$ cat src/rtl/reward_pkg.sv
// Shared types and helpers for the reward update engine: FSM states, record
// field offsets and the signed saturating/wrapping add.
package reward_pkg;

  typedef enum logic [2:0] {
    StIdle,
    StWNode,
    StWClus,
    StRdQ,
    StWait,
    StWQ,
    StDone
  } state_e;

  localparam int unsigned NODE_OFS = 0;
  localparam int unsigned CLUS_OFS = 1;

  // Operands arrive sign-extended; the caller truncates the result to its width.
  function automatic logic signed [63:0] add_sat_wrap(input logic signed [63:0] a,
                                                      input logic signed [63:0] b,
                                                      input int unsigned        width,
                                                      input bit                 saturate);
    logic signed [63:0] sum;
    logic signed [63:0] max_v;
    logic signed [63:0] min_v;
    sum   = a + b;
    max_v = (64'sd1 <<< (width - 1)) - 64'sd1;
    min_v = -(64'sd1 <<< (width - 1));
    if (saturate && (sum > max_v)) return max_v;
    if (saturate && (sum < min_v)) return min_v;
    return sum;
  endfunction

endpackage

$ cat src/rtl/reward_sat_add.sv
// Signed DW-bit adder for the Q-value update. Saturates when REWARD_SATURATE_EN
// is defined, otherwise wraps modulo 2^DW.
module reward_sat_add #(
  parameter int unsigned DW = 16
) (
  input  logic [DW-1:0] a_i,
  input  logic [DW-1:0] b_i,
  output logic [DW-1:0] sum_o
);
  import reward_pkg::*;

`ifdef REWARD_SATURATE_EN
  localparam bit Saturate = 1'b1;
`else
  localparam bit Saturate = 1'b0;
`endif

  logic signed [63:0] a_ext;
  logic signed [63:0] b_ext;

  always_comb begin
    a_ext = 64'(signed'(a_i));
    b_ext = 64'(signed'(b_i));
    sum_o = DW'(add_sat_wrap(a_ext, b_ext, DW, Saturate));
  end

endmodule

$ cat src/rtl/reward_update_engine.sv
// Writes a node record into the next-hop table and read-modify-writes the chosen Q-value
// over a single-port memory. Optional feature macro: REWARD_SATURATE_EN (see reward_sat_add).
module reward_update_engine #(
  parameter int unsigned AW         = 11,
  parameter int unsigned DW         = 16,
  parameter int unsigned REC_BASE   = 'h100,
  parameter int unsigned REC_STRIDE = 2,
  parameter int unsigned QTAB_BASE  = 'h400,
  parameter int unsigned RD_LAT     = 2
) (
  input  logic          clock,
  input  logic          nrst,
  input  logic          en,
  input  logic          start,
  input  logic [DW-1:0] MY_NODE_ID,
  input  logic [DW-1:0] MY_CLUSTER_ID,
  input  logic [DW-1:0] action,
  input  logic [DW-1:0] besthop,
  input  logic [DW-1:0] reward,
  input  logic [DW-1:0] data_in,
  output logic [AW-1:0] address,
  output logic [DW-1:0] data_out,
  output logic          rd_en,
  output logic          wr_en,
  output logic          busy,
  output logic          done
);
  import reward_pkg::*;

  localparam int unsigned CntW = $clog2(RD_LAT + 1);

  state_e          state_q, state_d;
  logic [CntW-1:0] cnt_q, cnt_d;
  logic [DW-1:0]   action_q, action_d;
  logic [DW-1:0]   besthop_q, besthop_d;
  logic [DW-1:0]   reward_q, reward_d;
  logic [DW-1:0]   clus_q, clus_d;
  logic [AW-1:0]   address_q, address_d;
  logic [DW-1:0]   data_out_q, data_out_d;
  logic            rd_en_q, rd_en_d;
  logic            wr_en_q, wr_en_d;
  logic            busy_q, busy_d;
  logic            done_q, done_d;
  logic [DW-1:0]   q_sum;

  // AW-bit arithmetic gives the required modulo-2^AW wrap directly.
  function automatic logic [AW-1:0] rec_addr(input logic [DW-1:0] hop);
    return AW'(REC_BASE) + AW'(hop) * AW'(REC_STRIDE);
  endfunction

  function automatic logic [AW-1:0] qtab_addr(input logic [DW-1:0] act);
    return AW'(QTAB_BASE) + AW'(act);
  endfunction

  reward_sat_add #(
    .DW(DW)
  ) u_sat_add (
    .a_i  (data_in),
    .b_i  (reward_q),
    .sum_o(q_sum)
  );

  always_comb begin
    state_d    = state_q;
    cnt_d      = cnt_q;
    action_d   = action_q;
    besthop_d  = besthop_q;
    reward_d   = reward_q;
    clus_d     = clus_q;
    address_d  = address_q;
    data_out_d = data_out_q;
    rd_en_d    = 1'b0;
    wr_en_d    = 1'b0;
    done_d     = 1'b0;

    unique case (state_q)
      StIdle: begin
        if (start && en) begin
          action_d   = action;
          besthop_d  = besthop;
          reward_d   = reward;
          clus_d     = MY_CLUSTER_ID;
          state_d    = StWNode;
          wr_en_d    = 1'b1;
          address_d  = rec_addr(besthop) + AW'(NODE_OFS);
          data_out_d = MY_NODE_ID;
        end
      end
      StWNode: begin
        state_d    = StWClus;
        wr_en_d    = 1'b1;
        address_d  = rec_addr(besthop_q) + AW'(CLUS_OFS);
        data_out_d = clus_q;
      end
      StWClus: begin
        state_d   = StRdQ;
        rd_en_d   = 1'b1;
        address_d = qtab_addr(action_q);
      end
      StRdQ: begin
        state_d = StWait;
        cnt_d   = CntW'(RD_LAT - 1);
      end
      StWait: begin
        // Read data is valid in the last WAIT cycle; fold it straight into the write word.
        if (cnt_q == '0) begin
          state_d    = StWQ;
          wr_en_d    = 1'b1;
          data_out_d = q_sum;
        end else begin
          cnt_d = cnt_q - 1'b1;
        end
      end
      StWQ: begin
        state_d = StDone;
        done_d  = 1'b1;
      end
      StDone: begin
        state_d = StIdle;
      end
      default: begin
        state_d = StIdle;
      end
    endcase

    if ((state_q != StIdle) && !en) begin
      state_d    = StIdle;
      cnt_d      = cnt_q;
      address_d  = address_q;
      data_out_d = data_out_q;
      rd_en_d    = 1'b0;
      wr_en_d    = 1'b0;
      done_d     = 1'b0;
    end

    busy_d = (state_d != StIdle);
  end

  always_ff @(posedge clock or negedge nrst) begin
    if (!nrst) begin
      state_q    <= StIdle;
      cnt_q      <= '0;
      action_q   <= '0;
      besthop_q  <= '0;
      reward_q   <= '0;
      clus_q     <= '0;
      address_q  <= '0;
      data_out_q <= '0;
      rd_en_q    <= 1'b0;
      wr_en_q    <= 1'b0;
      busy_q     <= 1'b0;
      done_q     <= 1'b0;
    end else begin
      state_q    <= state_d;
      cnt_q      <= cnt_d;
      action_q   <= action_d;
      besthop_q  <= besthop_d;
      reward_q   <= reward_d;
      clus_q     <= clus_d;
      address_q  <= address_d;
      data_out_q <= data_out_d;
      rd_en_q    <= rd_en_d;
      wr_en_q    <= wr_en_d;
      busy_q     <= busy_d;
      done_q     <= done_d;
    end
  end

  assign address  = address_q;
  assign data_out = data_out_q;
  assign rd_en    = rd_en_q;
  assign wr_en    = wr_en_q;
  assign busy     = busy_q;
  assign done     = done_q;

endmodule

$ cat config.mk
export PLATFORM = sky130hd
export DESIGN_NAME = reward_update_engine
export DESIGN_NICKNAME = d
export VERILOG_FILES = /design/src/rtl/reward_pkg.sv /design/src/rtl/reward_sat_add.sv /design/src/rtl/reward_update_engine.sv
export SDC_FILE = /design/constraint.sdc
export NUM_CORES = 1
export LEC_CHECK = 0
export BUFFER_PORTS_ARGS = -buffer_cell sky130_fd_sc_hd__clkbuf_2
export CAP_MARGIN = 20
export CELL_PAD_IN_SITES_DETAIL_PLACEMENT = 0
export CELL_PAD_IN_SITES_GLOBAL_PLACEMENT = 1
export CORE_MARGIN = 2
export CORE_UTILIZATION = 40
export CTS_CLUSTER_DIAMETER = 60
export CTS_CLUSTER_SIZE = 20
export DETAILED_ROUTE_END_ITERATION = 12
export PLACE_DENSITY = 0.91
export SLEW_MARGIN = 30
export SYNTH_ARGS = -nofsm -noshare
export SYNTH_HDL_FRONTEND = slang
export SYNTH_SLANG_ARGS = --single-unit
export TNS_END_PERCENT = 100
$ cat constraint.sdc
create_clock -name clock -period 2.56 [get_ports clock]
set_input_delay 0.768 -clock clock [delete_from_list [all_inputs] [get_ports clock]]
set_output_delay 0.768 -clock clock [all_outputs]
set_load 0.01 [all_outputs]
Yosys cells after proc, flatten, opt, wreduce, memory -nomap -nowiden
Cells that the tools add are included.

operators by class
  add/subtract/negate cells = 6
  equality and inequality tests = 8
  mux-type cells = 19
  bitwise gates (word level) = 1
  reduce and logical (&&, ||, !) cells = 14

operator list
  cell                                                             count
  16-bit one-hot mux with 3 select lines                           1
  11-bit one-hot mux with 3 select lines                           1
  16-bit 2-to-1 mux                                                2
  9-bit by 11-bit adder with 11-bit output, first input constant   2
  3-bit one-hot mux with 6 select lines                            1
  16-bit adder                                                     1
  3-bit nonzero test                                               4
  11-bit by 1-bit adder with 11-bit output, second input constant  1
  11-bit adder, first input constant                               1
  11-bit 2-to-1 mux                                                1
  3-bit 2-to-1 mux                                                 3
  1-bit 2-to-1 mux                                                 7
  3-bit by 2-bit == test with 1-bit output, second input constant  2
  3-bit == test, second input constant                             2
  2-bit != test, second input constant                             3
  3-bit AND reduction                                              2
  2-bit one-hot mux with 2 select lines                            1
  4-bit AND reduction                                              1
  3-bit by 1-bit == test with 1-bit output, second input constant  1
  3-bit zero test                                                  1
  1-bit one-hot mux with 3 select lines                            1
  1-bit logical AND                                                2
  2-bit zero test                                                  1
  2-bit 2-to-1 mux                                                 1
  other kinds (5)                                                  5

word-level totals
  flip-flop bits (word level) = 89
  output and inout bits = 31

Longest topological paths before layout
Gate-level depths: netlist of run 1.

  word-level depth = 5
  gate-level depth with buffers = 10

By module
From an unflattened synthesis of run 1, not the netlist that was laid out.

second synthesis, totals
  cells, all modules = 441
  area total of the unflattened synthesis = 5049.8 um^2

by module, submodules not included
  module                times used  cells an instance  area an instance (um^2)
  reward_update_engine  1           340                4304.1
  reward_sat_add        1           101                745.7

Worst setup path before layout of run 1
No wires, ideal clock.

  path type = input-to-reg
  from = in data_in[8]
  to = reg data_out_q[13] (netlist: data_out[13])
  library setup time = 123 ps
  arrival = 2211 ps
  data required time = 2437 ps
  slack = 226 ps
  cell stages on the path = 7
  path through = ha_1 and3_1 a221oi_1 nor3b_1 a211oi_1 xor2_1 a21oi_2

on the way
  cells in the longest elaborated chain, start to end = 3

RTL lines
  element                                 RTL line                     RTL
  start: declaration                      reward_update_engine.sv:20   input logic [DW-1:0] data_in,
  16-bit adder                            reward_pkg.sv:26             sum = a + b;
  16-bit 2-to-1 mux                       reward_update_engine.sv:106  if (cnt_q == '0) begin
  16-bit one-hot mux with 3 select lines  reward_update_engine.sv:76   unique case (state_q)
  end signal: assignment                  reward_update_engine.sv:161  data_out_q <= data_out_d;
  end: declaration                        reward_update_engine.sv:39   logic [DW-1:0] data_out_q, data_out_d;

No other way between the ends. The select of a mux whose other input is x is not followed.
A chain may end at the register's enable or synchronous reset.

Worst setup path in the final report of run 1
  from = in data_in[0]
  to = reg data_out_q[7] (netlist: data_out[7])

The elaborated chain is that of the path after synthesis.

==> results of run 1 <==
==> registers in the layout, summed over array words and instances, names as in the netlist <==
signal     flops
clus_q        16
data_out      16
reward_q      16
action_q      11
address       11
besthop_q     10
state_q        3
cnt_q          2
busy           1
done           1
rd_en          1
wr_en          1
==> Yosys cell counts, drive strengths merged <==
cell type,n
nand2b,4
or4b,1
nor4,1
o21ai,34
and4,2
o21bai,2
nand3,2
inv,4
o2111ai,1
a21oi,35
fa,1
a22o,8
xor2,7
dfrtp,89
mux2,53
nor3b,2
a21o,10
a21boi,1
a221oi,8
a31o,1
nand4,2
clkbuf,5
a2111oi,1
buf,18
a211oi,3
nor2,31
nor3,5
xnor2,10
and3,3
o211ai,3
and2b,1
nand2,30
a22oi,4
ha,18
a31oi,4
o31ai,2
and2,1
nor2b,12
==> through the flow <==
| step | hold WS, ps | setup slack [ps] |
|---|---|---|
| CTS | 465.5 | 258.0 |
| global placement | 461.4 | -25.36 |
| floorplan | 448.5 | 225.7 |
| global route | 503.3 | 128.1 |
| detailed placement | 474.7 | -41.46 |
| finish | 447.9 | 265.5 |
==> cell type report <==
class	count	area (µm²)	area share [%]
clock buffer	10	229.0	3.948
multi-input combinational	303	2233	38.51
tap	143	178.9	3.085
sequential	89	2227	38.40
timing repair buffer	139	785.8	13.55
inverter	4	15.01	0.2589
clock inverter	6	130.1	2.244
==> worst max path at each step <==
| stage | from | to | slack, ps | depth (start not counted) |
|---|---|---|---|---|
| global placement | data_in[8] | data_out[13] | -30 | 8 |
| finish | data_in[0] | data_out[7] | 270 | 9 |
| CTS | state_q[0] | data_out[2] | 260 | 5 |
| global route | state_q[0] | data_out[2] | 130 | 5 |
| detailed placement | data_in[8] | data_out[13] | -40 | 8 |
| floorplan | data_in[8] | data_out[13] | 230 | 7 |
==> power groups by stage <==
stage	logic, W	clock network, W	registers (W)
floorplan	0.000954	0	0.00197
CTS	0.00153	0.00162	0.00194
global route	0.00168	0.00165	0.00199
finish	0.00152	0.00158	0.00194
detailed placement	0.00151	0	0.00197
global placement	0.00147	0	0.00195
==> worst max-delay path, stage by stage <==
cell and delay, ps:
clkbuf_2 80, ha_1 220, buf_4 140, a211oi_1 350, nor2_1 100, o31ai_1 290, xnor2_1 170, a221oi_1 280
a21oi_1 110
==> per-layer routing <==
layer | global-route usage, % | wire [µm]
met5 | 0 | 0
met4 | 9.959 | 374
met1 | 23.18 | 4674
met2 | 28.21 | 5173
met3 | 2.679 | 483
==> cells by family after synthesis <==
family          Yosys count  synth area share, %
compound gates          117                16.57
simple gates             97                10.23
flops                    89                48.44
mux                      53                12.98
buf+inv                  27                3.211
fa+ha+maj                19                5.333
xor+xnor                 17                3.238
==> out/qor.yml, run 1 <==
synth:
  synth_nets: 538
  synthCells: 419
  synth-seq-cells: 89
  synthDistinctLibCells: 46
  synth_warnings: 0
  syn-cell-area_mm2: 0.004598
  synthTopCellsByArea: "dfrtp_1, mux2_2, ha_1"
  synth_largest_area_cell: "dfrtp_1"
  seq_area_frac_synth_pct: 48.44
  avgSynthCellArea_um2: 10.97
  synth_top_area_share_pct: 48.44
placement:
  hpwlAfterDp_um: 8087
  dp_cells: 678
  io_buffers: 119
  gp_congestion: 0.8801
  place_area_mm2: 0.005440
route:
  num_vias: 3642
  drt_first_pass_iters: 4
  antenna_left: 0
  dr.first_iter.drc_count: 159
  wirelength_um: 10710
  detail_route.wl_per_cell_um: 15.43
  route.detailed.drc: 0
  vias_per_cell: 5.248
layout:
  layout.cells.non_filler: 694
  final_cell_mix: "clkbuf_2, dfrtp_1, mux2_2"
  fillers: 1003
  nets: 665
  syn_to_final_growth_pct: 26.12
  drive_gt1_share_pct: 39.93
  n_antenna_cell: 0
  final_util_pct: 51.23
  design_area_mm2: 0.005799
  layout_commonest_cell: "clkbuf_2"
sta:
  finalHoldViolations: 0
  maxSlewHeadroom_pct: 58.18
  setup_viol: 0
  setup-tns-final_ps: 0
  slew_violations: 0
  period_share_pct: 89.63
  tightest_slew_ps: 627.3
  fin_skew_ps: 4.994
  fin_crit_ps: 2295
  rsz0062_at_grt: "false"
  fmax_ghz: 0.4358
cts:
  root_buffer: "clkbuf_16"
  numCtsBuffers: 9
  tritoncts: "done"
  clkTransAtPathRegs_ps: 60
  cts_buffer_depth: 2
  cts_setup_buffers: 0
  cts.htree.levels: 3
  postCtsHoldBufs: 0
  post_cts_resized: 0
  cts.sinks: 89
  insertion_delay_ps: 340
setup_path:
  worstRegToRegCells: 5
  worst-r2r-setup-slack_ps: 330
  critPathArrivalTime_ps: 2510
  cp_max_fo: 2
  r2r_end: "data_out[2]"
  cp-start-kind: "input port"
  rr_startpoint: "state_q[0]"
  required_ps: 2780
  end_kind: "flip-flop"
  worstSetupPathType: "in -> reg"
floorplan:
  initial_core_util_pct: 40.62
  die_x_um: 111.2
  core-area_mm2: 0.01132
  die-height_um: 111.2
  io-pin-count: 131
  dieArea_mm2: 0.01237
  rows: 39
power_and_ir_drop:
  p_clk_share_pct: 31.3
  swShare_pct: 29.69
  power_density_mw_per_mm2: 868.8
  internal-power_w: 0.003543
  pwr-share-seq_pct: 38.6
  max-vdd-ir-drop_mv: 0.4402
  p_switching_w: 0.001496
  pwr-share-comb_pct: 30.1
  total_leakage_power_nw: 2.760
  finalPower_w: 0.005039
global_routing:
  track_usage_pct: 17.72
  grt_pass1_vias: 3566
  grt_pass1_wl_um: 17450
  grt_start_max_net_pins: 51
  overflow: 0
  antenna_found_initial: 0
min_path:
  hp-class: "in -> async"
flow_run:
  maxCapViolCount: 0
status:
  status: "finished, final reports clean"
No activity file was read; power rests on OpenSTA's default activity.
==> run 2: changes to the inputs <==
PLACE_DENSITY = default   (was 0.91)
PLACE_DENSITY_LB_ADDON = 0.1   (was default)
==> run 2 against run 1 <==
Largest power group unchanged. Largest cell class unchanged. Non-clock buffer count grew 2. Critical path type unchanged. Sequential share of layout area grew 0.19 points. Final cell count grew 0.29%. Combinational power is essentially flat.
==> out/qor.yml, run 2 (same netlist as run 1, synthesis figures left out) <==
sta:
  fin_skew_ps: 8.675  # +3.681 ps
  fin_crit_ps: 2301  # +6.586 ps
  whs_ps: 420.6  # -27.31 ps
  fmax_ghz: 0.4346  # -0.29%
  setup_viol: 0  # unchanged
  period_share_pct: 89.89  # +0.26 points
  tightest_slew_ps: 608.9  # -18.40 ps
  slew_violations: 0  # unchanged
  maxSlewHeadroom_pct: 59.41  # +1.2 points
  rsz0062_at_grt: "false"
  finalHoldViolations: 0  # unchanged
cts:
  post_cts_resized: 0  # unchanged
  cts.htree.levels: 3  # unchanged
  root_buffer: "clkbuf_16"
  cts_buffer_depth: 2  # unchanged
  numCtsBuffers: 9  # unchanged
  tritoncts: "done"
  insertion_delay_ps: 340  # about the same
  clkTransAtPathRegs_ps: 70  # about the same
  cts_setup_buffers: 0  # unchanged
  postCtsHoldBufs: 0  # unchanged
  cts.sinks: 89  # unchanged
global_routing:
  grt_start_max_net_pins: 46  # -9.8%
  grt_pass1_wl_um: 18120  # +3.8%
  overflow: 0  # unchanged
  antenna_found_initial: 0  # unchanged
  grt_pass1_vias: 3611  # +1.3%
  track_usage_pct: 18.36  # +0.64 points
layout:
  fillers: 1083  # +8.0%
  design_area_mm2: 0.005771  # -0.50%
  final_cell_mix: "clkbuf_2, dfrtp_1, mux2_2"
  n_antenna_cell: 0  # unchanged
  syn_to_final_growth_pct: 25.50
  multi_input_area_mm2: 0.002233  # unchanged
  regArea_mm2: 0.002227  # unchanged
  layout_commonest_cell: "clkbuf_2"
  drive_gt1_share_pct: 40.33  # +0.40 points
  nets: 667  # +0.30%
floorplan:
  die_x_um: 111.2  # unchanged
  dieArea_mm2: 0.01237  # unchanged
  io-pin-count: 131  # unchanged
  initial_core_util_pct: 40.62  # unchanged
  core-area_mm2: 0.01132  # unchanged
  die-height_um: 111.2  # unchanged
  rows: 39  # unchanged
route:
  detail_route.wl_per_cell_um: 15.61  # +1.2%
  wirelength_um: 10870  # +1.5%
  dr.first_iter.drc_count: 126  # -21%
  num_vias: 3541  # -2.8%
  antenna_left: 0  # unchanged
  vias_per_cell: 5.088  # -3.1%
  drt_first_pass_iters: 4  # unchanged
  route.detailed.drc: 0  # unchanged
setup_path:
  cp-start-kind: "input port"
  end_kind: "flip-flop"
  critPathArrivalTime_ps: 2510  # about the same
  worstSetupPathType: "in -> reg"
  cp_max_fo: 2  # unchanged
  required_ps: 2770  # about the same
placement:
  io_buffers: 119  # unchanged
  place_area_mm2: 0.005455  # +0.28%
  gp_congestion: 0.7944  # -9.7%
  hpwlAfterDp_um: 7976  # -1.4%
power_and_ir_drop:
  max-vdd-ir-drop_mv: 0.3117  # -29%
  total_leakage_power_nw: 2.742  # -0.67%
  power_density_mw_per_mm2: 837.5  # -3.6%
min_path:
  hp-class: "in -> async"
status:
  status: "finished, final reports clean"
flow_run:
  maxCapViolCount: 0  # unchanged
## run 2: changes by cell type in the layout (fill, tap and decap cells not counted)
cell	delta
clkbuf_1	-1
buf_4	+2
clkinvlp_4	+2
clkinv_2	-2
clkinv_4	+1
bufinv_16	-3
inv_6	+1
clkbuf_8	+2
## run 2: area by class of cell
class                           instances  share of cell area (%)
Timing Repair Buffer                  141                   13.88
Clock inverter                          5                   1.084
Multi-Input combinational cell        303                   38.70
Inverter                                4                  0.2602
Clock buffer                           11                   4.380
Sequential cell                        89                   38.60
Tap cell                              143                   3.101
## run 2: worst paths after layout
check,startpoint,endpoint,slack (ps),cells past startpoint
worst min register to register,address[4],address[4],490,2
worst max register to register,reward_q[0],data_out[7],400,8
worst max-delay path,data_in[0],data_out[7],260,9
max in group asynchronous,nrst,cnt_q[0],1480,2
min in group clock,address[4],address[4],490,2
worst min-delay path,nrst,data_out[5],420,1
## run 2: power by group
| group | internal, W | leakage (nW) | switching (W) |
|---|---|---|---|
| Sequential | 0.00175 | 1.06 | 0.000194 |
| Clock | 0.000815 | 0.148 | 0.000564 |
| Combinational | 0.000749 | 1.54 | 0.000762 |
| Total | 0.00331 | 2.74 | 0.00152 |
## run 2: per-layer routing
layer | track usage [%] | routed length, µm | vias to the layer above
li1 | - | - | 1767
met2 | 28.01 | 4888 | 79
met5 | 0 | 0 | -
met3 | 4.811 | 536 | 9
met1 | 25.83 | 5285 | 1686
met4 | 5.432 | 155 | 0
## run 2: per-stage QoR
step | std cells | power (W) | setup TNS [ps] | util, % | setup slack (ps)
6_report | 696 | 0.004833 | 0 | 50.97 | 258.9
3_3_place_gp | 680 | 0.003457 | -143.7 | 48.19 | -49.39
2_1_floorplan | 419 | 0.002927 | 0 | - | 225.7
4_1_cts | 696 | 0.004893 | 0 | 50.97 | 283.9
5_1_grt | 696 | 0.005151 | 0 | 50.97 | 102.3
3_5_place_dp | 680 | 0.003491 | -219.4 | 48.19 | -57.03
## run 2: worst max-delay path, stage by stage
cell and delay, ps:
clkbuf_2 80, ha_1 210, buf_4 140, a211oi_1 350, nor2_1 80, o31ai_1 300
xnor2_1 180, a221oi_1 290, a21oi_1 120
